## config.mk

```make
export PLATFORM = sky130hd
export DESIGN_NAME = fetch_stage
export DESIGN_NICKNAME = d
export VERILOG_FILES = /design/src/rtl/fetch_stage.sv
export SDC_FILE = /design/constraint.sdc
export NUM_CORES = 1
export LEC_CHECK = 0
export BUFFER_PORTS_ARGS = -buffer_cell sky130_fd_sc_hd__buf_4
export CORE_MARGIN = 3
export CORE_UTILIZATION = 53
export CTS_CLUSTER_SIZE = 16
export DETAILED_ROUTE_END_ITERATION = 16
export GPL_TIMING_DRIVEN = 0
export PLACE_DENSITY = 0.95
export SETUP_SLACK_MARGIN = 0.5
export SLEW_MARGIN = 20
export SYNTH_ARGS = -nofsm -noshare
export SYNTH_HDL_FRONTEND = slang
export SYNTH_SLANG_ARGS = --single-unit
```

## constraint.sdc

```tcl
create_clock -name clk -period 8.1 [get_ports clk]
set_clock_uncertainty 0.05 [all_clocks]
set_input_delay 1.62 -clock clk [delete_from_list [all_inputs] [get_ports clk]]
set_output_delay 1.62 -clock clk [all_outputs]
set_load 0.005 [all_outputs]
```

## src/rtl/fetch_stage.sv

```systemverilog
// Instruction-fetch stage: owns the PC, drives the synchronous instruction SRAM
// and presents the fetched instruction plus its PC to the decode stage.
// A one-entry hold buffer keeps the SRAM word alive across decode stalls.
// Branch/jump redirects follow MIPS delay-slot semantics.
// Exception/ERET flushes take priority over stalls.
// Misaligned fetch PCs are flagged as AdEL when they reach decode.
module fetch_stage #(
    parameter logic [31:0] RESET_PC  = 32'hBFC00000,
    parameter logic [31:0] NOP_INSTR = 32'h00000000
) (
    input  logic        clk,
    input  logic        rst,
    input  logic        stall,
    input  logic        redirect_valid,
    input  logic [31:0] redirect_pc,
    input  logic        is_branchD,
    input  logic        exc_valid,
    input  logic [31:0] exc_pc,
    output logic        inst_sram_en,
    output logic [31:0] inst_sram_addr,
    input  logic [31:0] inst_sram_rdata,
    output logic [31:0] instrD,
    output logic [31:0] pcD,
    output logic [31:0] pc_plus8D,
    output logic        validD,
    output logic        delayslotD,
    output logic        adelD
);

    logic [31:0] pcF;
    logic        hold_valid;
    logic [31:0] hold_instr;

    // PC, decode-slot and hold-buffer registers: exception beats stall, stall beats redirect, redirect beats sequential fetch
    always_ff @(posedge clk or posedge rst) begin
        if (rst) begin
            pcF        <= RESET_PC;
            pcD        <= 32'h0;
            validD     <= 1'b0;
            delayslotD <= 1'b0;
            hold_valid <= 1'b0;
            hold_instr <= NOP_INSTR;
        end else if (exc_valid) begin
            pcF        <= exc_pc;
            validD     <= 1'b0;
            delayslotD <= 1'b0;
            hold_valid <= 1'b0;
        end else if (stall) begin
            if (!hold_valid) begin
                hold_instr <= inst_sram_rdata;
                hold_valid <= 1'b1;
            end
        end else if (redirect_valid) begin
            pcD        <= pcF;
            pcF        <= redirect_pc;
            validD     <= 1'b1;
            delayslotD <= is_branchD;
            hold_valid <= 1'b0;
        end else begin
            pcD        <= pcF;
            pcF        <= pcF + 32'd4;
            validD     <= 1'b1;
            delayslotD <= is_branchD;
            hold_valid <= 1'b0;
        end
    end

    // The SRAM is re-read every cycle; a misaligned PC must not reach memory
    assign inst_sram_addr = pcF;
    assign inst_sram_en   = ~rst & (pcF[1:0] == 2'b00);

    // Address error is only meaningful for an occupied decode slot
    assign adelD     = validD & (pcD[1:0] != 2'b00);
    assign pc_plus8D = pcD + 32'd8;

    // Decode instruction select: bubble or fault gives NOP, otherwise the held word wins over live SRAM data
    always_comb begin
        instrD = inst_sram_rdata;
        if (!validD || adelD) begin
            instrD = NOP_INSTR;
        end else if (hold_valid) begin
            instrD = hold_instr;
        end
    end

endmodule

```

==> summary.md, run 1 <==
For this run, the top clock speed supported by timing is 0.243 GHz. Hold is met by 468 ps. The fraction of final layout cells sized beyond drive strength 1 is 41.4%, and the final net count is 957. Critical path endpoint category: an output port.

The clock slew at the register clock pins of the worst setup and hold paths was 110 ps; the number of levels the H-tree was split into was 3. The logs give 0 for the initial antenna violation count and 719 for the violation count after the first detailed-route iteration. Setup repair after global routing left no endpoint under its margin. In this run the tool buffered the top-level ports with 232 buffer cells. The flow ran to the end, and the final reports show no timing, DRC or antenna violations. The die covers 12400 um^2. 234 I/O pins were placed. Counting tap cells, the placed design contains a total of 978 instances. In the routed layout, each cell is associated on average with a via count of 5.76. Number of inserted filler cells in the final layout: 747. The register area share after synthesis was 42.3%. The final critical path time including I/O delays and setup was 4110 ps. The die outline height is 111 um, and the area after detailed placement is 7830 um^2.

STA puts the critical path data arrival time at 2440 ps. Along the worst path, the maximum fanout reaches 7. The tools report the post-synth design cell area as 5890 um^2. In this run the core area contains 37 standard-cell rows. Entering global routing, the biggest net connects 56 pins.

In the final routed layout, each cell accounts on average for 18.8 um. For this run, the leading register cell type out of synthesis is sky130_fd_sc_hd__dfrtp_1. The biggest area contributor in the post-synthesis netlist is sky130_fd_sc_hd__dfrtp_1.

The number of hold violations in the final report is 0. Adding up every negative setup slack in the final design gives 0 ps. Yosys mapped a number of flops with a built-in enable equal to 0.

Counting along the longest clock path gives a buffer depth of 2. Number of global-route vias before repair: 5598. The post-synthesis area per instance came out at 9.67 um^2. The logs give 29500 um for the wire length of the first global-routing pass and 370 ps for the clock network latency to the later pin of the worst-skew pair. The number of max-cap violations is 0, and the net count after synthesis is 713.

The worst setup path is launched from a flip-flop. The worst hold path belongs to the class reg -> reg. The share of the clock period used by the worst path is 50.7%.

The area growth from synthesis to layout is 36.3%. Gates resized during post-CTS repair numbered 0. The antenna violation net count after detailed routing was 0.

The detailed-routing iteration count for the pre-antenna-repair pass is 8, and the fraction of registers with async set/reset is 100%. The total area inside the core boundary comes to 10600 um^2. The data required time of the worst path is 6430 ps, and the placer congestion estimate is 0.957.

The count of distinct cell types in the synthesized netlist is 50. The tree is rooted in a sky130_fd_sc_hd__clkbuf_8. Setup violations remaining at the end of the flow were counted as 0. After detailed routing, the number of remaining DRC violations is 0. TritonCTS built the clock tree. The logs give 0 for the count of hold buffers inserted by post-cts repair and 609 for the number of instances in the synthesized netlist. The tools report the leakage power as 3.71 nW.

During synthesis, Yosys emitted a total of 0 warnings. After legalization and detailed placement, the total HPWL measured 14600 um. The die is 111 um wide. The post-route cell area was 8030 um^2; the power per cell area was 180 nW/um^2.

The total CTS buffers was 9; the final instance count without filler cells was 994. For the worst voltage drop across the vdd grid, the log shows 0.0000923 V. The worst slew margin relative to its limit is 59.0%. The measured slew at the worst slew-check pin is 616 ps. The number of flip-flops and latches in the synthesized netlist works out to 99.

The share of the synthesized area in the top cell type is 38.2%. The tools report the count of antenna diodes in the layout as 0. The TritonCTS sink count was 99. For this run, the total global-route usage over all layers was measured as 29.4%. The run gives 55.8% as the starting density of the core.

The number of setup buffers added after CTS is 0. The worst setup path is of the reg -> out kind. In the post-synthesis netlist, the biggest area contributors are sky130_fd_sc_hd__dfrtp_1 38%, sky130_fd_sc_hd__mux2_2 12%, sky130_fd_sc_hd__mux2i_1 6.3%, sky130_fd_sc_hd__xnor2_1 4.9%, sky130_fd_sc_hd__nor2_1 4.8%. The total congestion overflow is 0. Max-slew violation count: 0. The run gives 5729 as the total via count after detailed routing.

The final layout contains routed wiring with a total length of 18700 um.
-- cell usage after synthesis (all sizes together), types with 2 or more instances --
library cell,number
a21oi,34
a221oi,2
a22oi,2
a31oi,5
and2,3
and3,10
and4,6
buf,22
clkbuf,21
dfrtp,90
dfstp,9
ha,2
inv,11
mux2,65
mux2i,37
nand2,61
nand3,16
nand4,17
nor2,77
nor2b,3
nor3,13
nor3b,4
nor4,2
o21ai,21
o221ai,15
o22ai,3
or2,3
or3,3
xnor2,33
xor2,11
-- layer usage --
metal | GRT usage (%) | wire (um) | vias up
li1 | - | - | 2636
met1 | 38.2 | 7440 | 2726
met2 | 48.9 | 9080 | 317
met3 | 6.63 | 1650 | 50
met4 | 9.65 | 540 | 0
met5 | 0 | 0 | -
-- sequential cells by signal (all words and copies together) (netlist names) --
signal,cells
inst_sram_addr,32
hold_valid,1
validD,1
hold_instr,32
delayslotD,1
pcD,32
-- cell families (layout without fill, tap and decap cells) --
family | count (synthesis) | count (layout) | synth area share (%)
and+or+nand+nor | 219 | 219 | 18.5
muxes | 102 | 102 | 18.7
DFF | 99 | 99 | 42.3
AOI/OAI and AO/OA | 89 | 89 | 9.33
buffers and inverters | 54 | 303 | 4.21
xor gates and xnor gates | 44 | 44 | 6.54
adders and majority gates | 2 | 2 | 0.425
-- metrics by stage --
stage	util (%)	power, mW	setup slack (ps)
after floorplan	-	0.871	3850
after global placement	73.9	1.11	2690
after detailed placement	74.2	1.13	4290
after CTS	76.0	1.44	4040
after global routing	76.0	1.51	3890
final	76.0	1.44	3990
-- layout by cell type (no fill, tap or decap), types with 9 or more instances in the layout --
master	count
sky130_fd_sc_hd__a21oi_1	34
sky130_fd_sc_hd__and3_1	10
sky130_fd_sc_hd__buf_2	12
sky130_fd_sc_hd__buf_4	236
sky130_fd_sc_hd__clkbuf_1	21
sky130_fd_sc_hd__clkbuf_8	9
sky130_fd_sc_hd__dfrtp_1	90
sky130_fd_sc_hd__dfstp_2	9
sky130_fd_sc_hd__inv_1	10
sky130_fd_sc_hd__mux2_2	65
sky130_fd_sc_hd__mux2i_1	37
sky130_fd_sc_hd__nand2_1	61
sky130_fd_sc_hd__nand3_1	16
sky130_fd_sc_hd__nand4_1	13
sky130_fd_sc_hd__nor2_1	76
sky130_fd_sc_hd__nor3_1	11
sky130_fd_sc_hd__o21ai_0	21
sky130_fd_sc_hd__o221ai_1	15
sky130_fd_sc_hd__xnor2_1	33
sky130_fd_sc_hd__xor2_1	11
-- layout make-up --
cell class	count	area, um^2	area share [%]
buffer	43	206	2.57
tap	136	170	2.12
timing repair buffer	233	1770	22.0
clock buffer	9	124	1.54
inverter	11	46.3	0.577
multi-input combinational	456	3150	39.3
sequential	99	2490	31.0
clock inverter	7	67.6	0.842
-- power breakdown --
group / leakage [nW] / internal, mW / total [mW] / switching [mW]
combinational: 2.43 / 0.267 / 0.447 / 0.180
clock: 0.0962 / 0.121 / 0.316 / 0.195
sequential: 1.18 / 0.578 / 0.678 / 0.0998
total: 3.71 / 0.966 / 1.44 / 0.475
-- critical path, cell delays in order, from the launching register on --
cell and delay, ps:
sky130_fd_sc_hd__dfrtp_1 460, sky130_fd_sc_hd__and4_1 350, sky130_fd_sc_hd__nand4_1 300, sky130_fd_sc_hd__nor2_1 440, sky130_fd_sc_hd__nand4_1 180, sky130_fd_sc_hd__xnor2_1 210, sky130_fd_sc_hd__buf_4 140
-- final timing paths --
| check | end | slack (ps) | depth (start not counted) | from |
|---|---|---|---|---|
| max in group asynchronous | hold_instr[14] | 6180 | 3 | rst |
| min | hold_instr[20] | 470 | 1 | hold_instr[20] |
| min in group asynchronous | inst_sram_addr[1] | 1200 | 2 | rst |
| min reg2reg | hold_instr[20] | 470 | 1 | hold_instr[20] |
| max reg2reg | inst_sram_addr[28] | 5990 | 6 | inst_sram_addr[2] |
| max | pc_plus8D[28] | 3990 | 6 | pcD[5] |
Note: power is estimated with default switching activity, not from simulation.
==> inputs of run 2 (changes only) <==
--- a/config.mk
+++ b/config.mk
@@ -5,13 +5,14 @@
 export SDC_FILE = /design/constraint.sdc
 export NUM_CORES = 1
 export LEC_CHECK = 0
+export ABC_AREA = 1
 export BUFFER_PORTS_ARGS = -buffer_cell sky130_fd_sc_hd__buf_4
 export CORE_MARGIN = 3
-export CORE_UTILIZATION = 53
+export CORE_UTILIZATION = 45
 export CTS_CLUSTER_SIZE = 16
 export DETAILED_ROUTE_END_ITERATION = 16
 export GPL_TIMING_DRIVEN = 0
-export PLACE_DENSITY = 0.95
+export PLACE_DENSITY = 0.87
 export SETUP_SLACK_MARGIN = 0.5
 export SLEW_MARGIN = 20
 export SYNTH_ARGS = -nofsm -noshare
==> constraint.sdc (replaced) <==
create_clock -name clk -period 3.6 [get_ports clk]
set_clock_uncertainty 0.05 [all_clocks]
set_input_delay 0.72 -clock clk [delete_from_list [all_inputs] [get_ports clk]]
set_output_delay 0.72 -clock clk [all_outputs]
set_load 0.005 [all_outputs]
==> run 2 against run 1 <==
Net effect: critical endpoint is now pc_plus8D[19]; non-clock buffer count fell by 1; highest routed layer unchanged; sequential power rose by 120%; die area increased by 23%; combinational power rose by 110%; sequential share of layout area is 2.2 points lower; total power up 150%; via count up 21%; critical path depth rose by 2; setup slack lost 3300 ps.
==> summary.md, run 2 <==
The logs give 0 (unchanged) for the number of hold violations in the final report and 0 (unchanged) for the total congestion overflow. The final routed wire length divided by cell count works out to 17.4 um (-7.6%). The post-synthesis area per instance works out to 7.09 um^2 (-27%). Nature of the critical path startpoint: a flip-flop. The worst slew margin relative to its limit is 59.2% (+0.22 points), and the total via count after detailed routing is 6930 (+21%). Number of global-route vias before repair: 6713 (+20%). In this run the worst hold path is classified as in -> async.

The measured slew at the worst slew-check pin came out at 612 ps (-3.29 ps). The slowest stage of the critical path is the sky130_fd_sc_hd__dfrtp_1 cell. The logs give 0 (unchanged) for the initial antenna violation count and 15300 um^2 (+23%) for the area enclosed by the die boundary. The wire length the detailed router placed on met1 came out at 8400 um (+13%). The die outline height came out at 124 um (+11%).

Post-detailed-routing wire length: 22800 um (+22%). The tools report the max-slew violation count as 0 (unchanged). The data required time of the worst path came out at 2830 ps (-3600 ps). The topmost layer with routed signal wires is met4. The number of placement rows is 42 (+14%), and the power per cell area is 413 nW/um^2 (+130%). Compared with the post-synthesis result, the final layout area differs by 38.5%.

The pin count of the biggest net entering global routing is 34 (-39%). The tools report the startpoint of the worst-slack reg-to-reg timing path as inst_sram_addr[2]. Antenna violation net count after detailed routing: 0 (unchanged).

The quantity of I/O buffers inserted on ports was 233 (+0.43%); the share of the clock period used by the worst path was 81.7%. The starting density of the core is 46.6% (-9.2 points), and the final critical path time including I/O delays and setup is 2940 ps. The run gives 3 (unchanged) as the number of levels the H-tree was split into. The clock power share is 32.1% (+10 points), and the post-route core utilization is 64.5% (-12 points).

Yosys instantiated no cell more often than sky130_fd_sc_hd__nand2_1. The run gives 34800 um (+18%) as the wire length of the first global-routing pass. The run finished with clean final reports. The data arrival time of the worst path is 2170 ps (-270 ps). The number of flops mapped to enable cells by yosys is 0 (unchanged). The worst setup path is of the reg -> out kind. In the synthesized netlist the dominant register cell turns out to be sky130_fd_sc_hd__dfrtp_1. The register area share after synthesis was 39.9% (-2.4 points); the I/O pin count was 234 (unchanged). The logs give 18400 um (+26%) for the placed wire-length estimate after detailed placement and 350 ps (-20 ps) for the clock network latency to the later pin of the worst-skew pair.

Clock tree synthesis selected as its root buffer the cell sky130_fd_sc_hd__clkbuf_16. The tools report the overall track demand over capacity in global routing as 29.5% (+0.16 points). Number of instances in the synthesized netlist: 880 (+44%). In the layout the commonest cells are 249 x sky130_fd_sc_hd__nand2_1, 236 x sky130_fd_sc_hd__buf_4, 128 x sky130_fd_sc_hd__nor2_1, 90 x sky130_fd_sc_hd__dfrtp_1, 84 x sky130_fd_sc_hd__o21ai_0. For the count of hold buffers inserted by post-cts repair, the log shows 0 (unchanged). TritonCTS built the clock tree. The violation count after the first detailed-route iteration is 452 (-37%), and the horizontal die dimension is 124 um (+11%). Accumulated negative setup slack: 0 ps (unchanged).

The number of max-cap violations is 0 (unchanged). The logs give 9 (unchanged) for the total CTS buffers and 2 (unchanged) for the number of buffers between clock root and the deepest sink. Switching power total: 1.12 mW (+140%). Number of inserted filler cells in the final layout: 1231 (+65%).

The DRC violation count after routing came out at 0 (unchanged). The tools report the leakage power as 4.28 nW (+16%). Post-cts gate resize count: 0 (unchanged).

The worst-case hold slack is 397 ps (-71.3 ps), and the switching share of power is 31.5% (-1.5 points). The tools report the area of the core as 13400 um^2 (+27%). Walking the worst path, the cells encountered are ha_2, nand2_4, nor3_4, and2_4, nand2_4, nor2_2, xor2_1, buf_4.

Worst voltage drop across the vdd grid: 0.000261 V (+180%). The biggest area contributor in the post-synthesis netlist is sky130_fd_sc_hd__dfrtp_1. The routed length on met2 was 11200 um (+24%). The sequential share of power was 41.4% (-5.7 points). The maximum achievable frequency was 0.340 GHz. The share of the synthesized area in the top cell type was 36.1% (-2.2 points). The worst-path maximum fanout works out to 5 (-2).

The placer congestion estimate came out at 0.955 (-0.22%). The endpoint identified for the worst register-to-register timing path is inst_sram_addr[18]. STA classifies the critical path endpoint as an output port. For the reg2reg setup slack, the log shows 1570 ps (-4420 ps). Logic depth of the worst register-to-register path: 9 (+3).

The number of flip-flops and latches in the synthesized netlist was 99 (unchanged). The fraction of final layout cells sized beyond drive strength 1 is 26.3% (-15 points), and the combinational power share is 26.5% (-4.5 points). The number of setup violations in the final report is 0 (unchanged). For the net count after synthesis, the log shows 984 (+38%). The fraction of registers with async set/reset is 100% (unchanged), and the clock slew at the register clock pins of the worst setup and hold paths is 80 ps (-30 ps). Cell repeated most along the worst path: sky130_fd_sc_hd__nand2_4. Setup repair after global routing left no endpoint under its margin. The met3 layer wire length in the routed design was 2380 um (+44%); the post-synth design cell area was 6240 um^2 (+6.0%). After synthesis, the cell types taking the most area are sky130_fd_sc_hd__dfrtp_1 36%, sky130_fd_sc_hd__nand2_1 15%, sky130_fd_sc_hd__nor2_1 7.7%, sky130_fd_sc_hd__o21ai_0 6.7%, sky130_fd_sc_hd__mux2i_1 5.1%.

The routed via count divided by cell count is 5.30 (-8.1%), and the post-CTS setup buffer count is 0 (unchanged). The TritonCTS sink count came out at 99 (unchanged). The detailed-routing iteration count for the pre-antenna-repair pass was 5 (-3). Total of warnings raised by yosys: 0 (unchanged). The count of antenna diodes in the layout is 0 (unchanged), and the final net count is 1231 (+29%).

Leaving out fill and tap cells, the most frequent cell in the layout is sky130_fd_sc_hd__nand2_1. After synthesis, the most frequently instantiated cells are 249 x sky130_fd_sc_hd__nand2_1, 128 x sky130_fd_sc_hd__nor2_1, 90 x sky130_fd_sc_hd__dfrtp_1, 84 x sky130_fd_sc_hd__o21ai_0, 82 x sky130_fd_sc_hd__inv_1. The logs give 2.45 mW (+150%) for the internal cell power and 40 (-20%) for the count of distinct cell types in the synthesized netlist. The worst stage delay on the critical path works out to 460 ps (about the same).
-- run 2: cell types whose count changed in the layout (fill, tap and decap cells not counted), moves of 13 or more --
cell / delta
sky130_fd_sc_hd__nand3_1: +36
sky130_fd_sc_hd__a21oi_1: -23
sky130_fd_sc_hd__o21ai_0: +63
sky130_fd_sc_hd__inv_1: +71
sky130_fd_sc_hd__o221ai_1: -13
sky130_fd_sc_hd__mux2_2: -65
sky130_fd_sc_hd__xor2_1: +17
sky130_fd_sc_hd__xnor2_1: -31
sky130_fd_sc_hd__nand2_1: +188
sky130_fd_sc_hd__nor2_1: +52
-- run 2: how the worst max path moves through the flow --
stage,from,end,slack (ps),cells after the start
after floorplan,pcD[4],pc_plus8D[19],1360,7
after global placement,rst,pcD[17],980,2
after detailed placement,pcD[4],pc_plus8D[19],980,8
after CTS,pcD[4],pc_plus8D[19],600,8
after global routing,pcD[4],pc_plus8D[19],540,8
final,pcD[4],pc_plus8D[19],660,8
-- run 2: kinds of logic after synthesis --
logic type	share of synthesized area, %
AND/OR/NAND/NOR	32.5
buffers and inverters	7.76
AO/OA/AOI/OAI	10.2
flip-flops	39.9
multiplexers	5.13
XOR/XNOR	4.21
adder cells (fa/ha/maj)	0.401
-- run 2: layout make-up --
cell class              instances  area, um^2  share of cell area (%)
clock inverters                 6         111                    1.29
repair buffers                236        1820                    21.1
plain buffers                  39         169                    1.95
well taps                     176         220                    2.55
clock buffers                  10         239                    2.76
multi-input cells             658        3270                    37.9
flip-flops and latches         99        2490                    28.8
inverters                      84         319                    3.69
-- run 2: worst max-delay path, delay by kind of cell, from the launching register on --
kind | cells | cell delay [ps]
flip-flops | 1 | 460
AND/OR/NAND/NOR | 5 | 770
XOR/XNOR | 1 | 170
adder cells (fa/ha/maj) | 1 | 280
buffers and inverters | 1 | 130
-- run 2: routing by layer --
metal,track usage [%],vias up
li1,-,3316
met1,33.9,3188
met2,52.5,373
met3,7.08,53
met4,12.2,0
met5,0,-
-- run 2: per-stage QoR --
stage	setup slack (ps)	power [mW]	std cells	cell area, um^2
global placement	982	2.39	1289	8220
floorplan	1360	1.87	880	6250
global route	535	3.73	1308	8640
finish	658	3.57	1308	8640
CTS	605	3.56	1308	8640
detailed placement	979	2.44	1292	8290
-- run 2: power groups by stage --
| stage | registers, mW | logic, mW | clock network [mW] |
|---|---|---|---|
| 2_1_floorplan | 1.43 | 0.433 | 0 |
| 3_3_place_gp | 1.48 | 0.910 | 0 |
| 3_5_place_dp | 1.49 | 0.948 | 0 |
| 4_1_cts | 1.47 | 0.952 | 1.14 |
| 5_1_grt | 1.50 | 1.05 | 1.18 |
| 6_report | 1.48 | 0.946 | 1.15 |
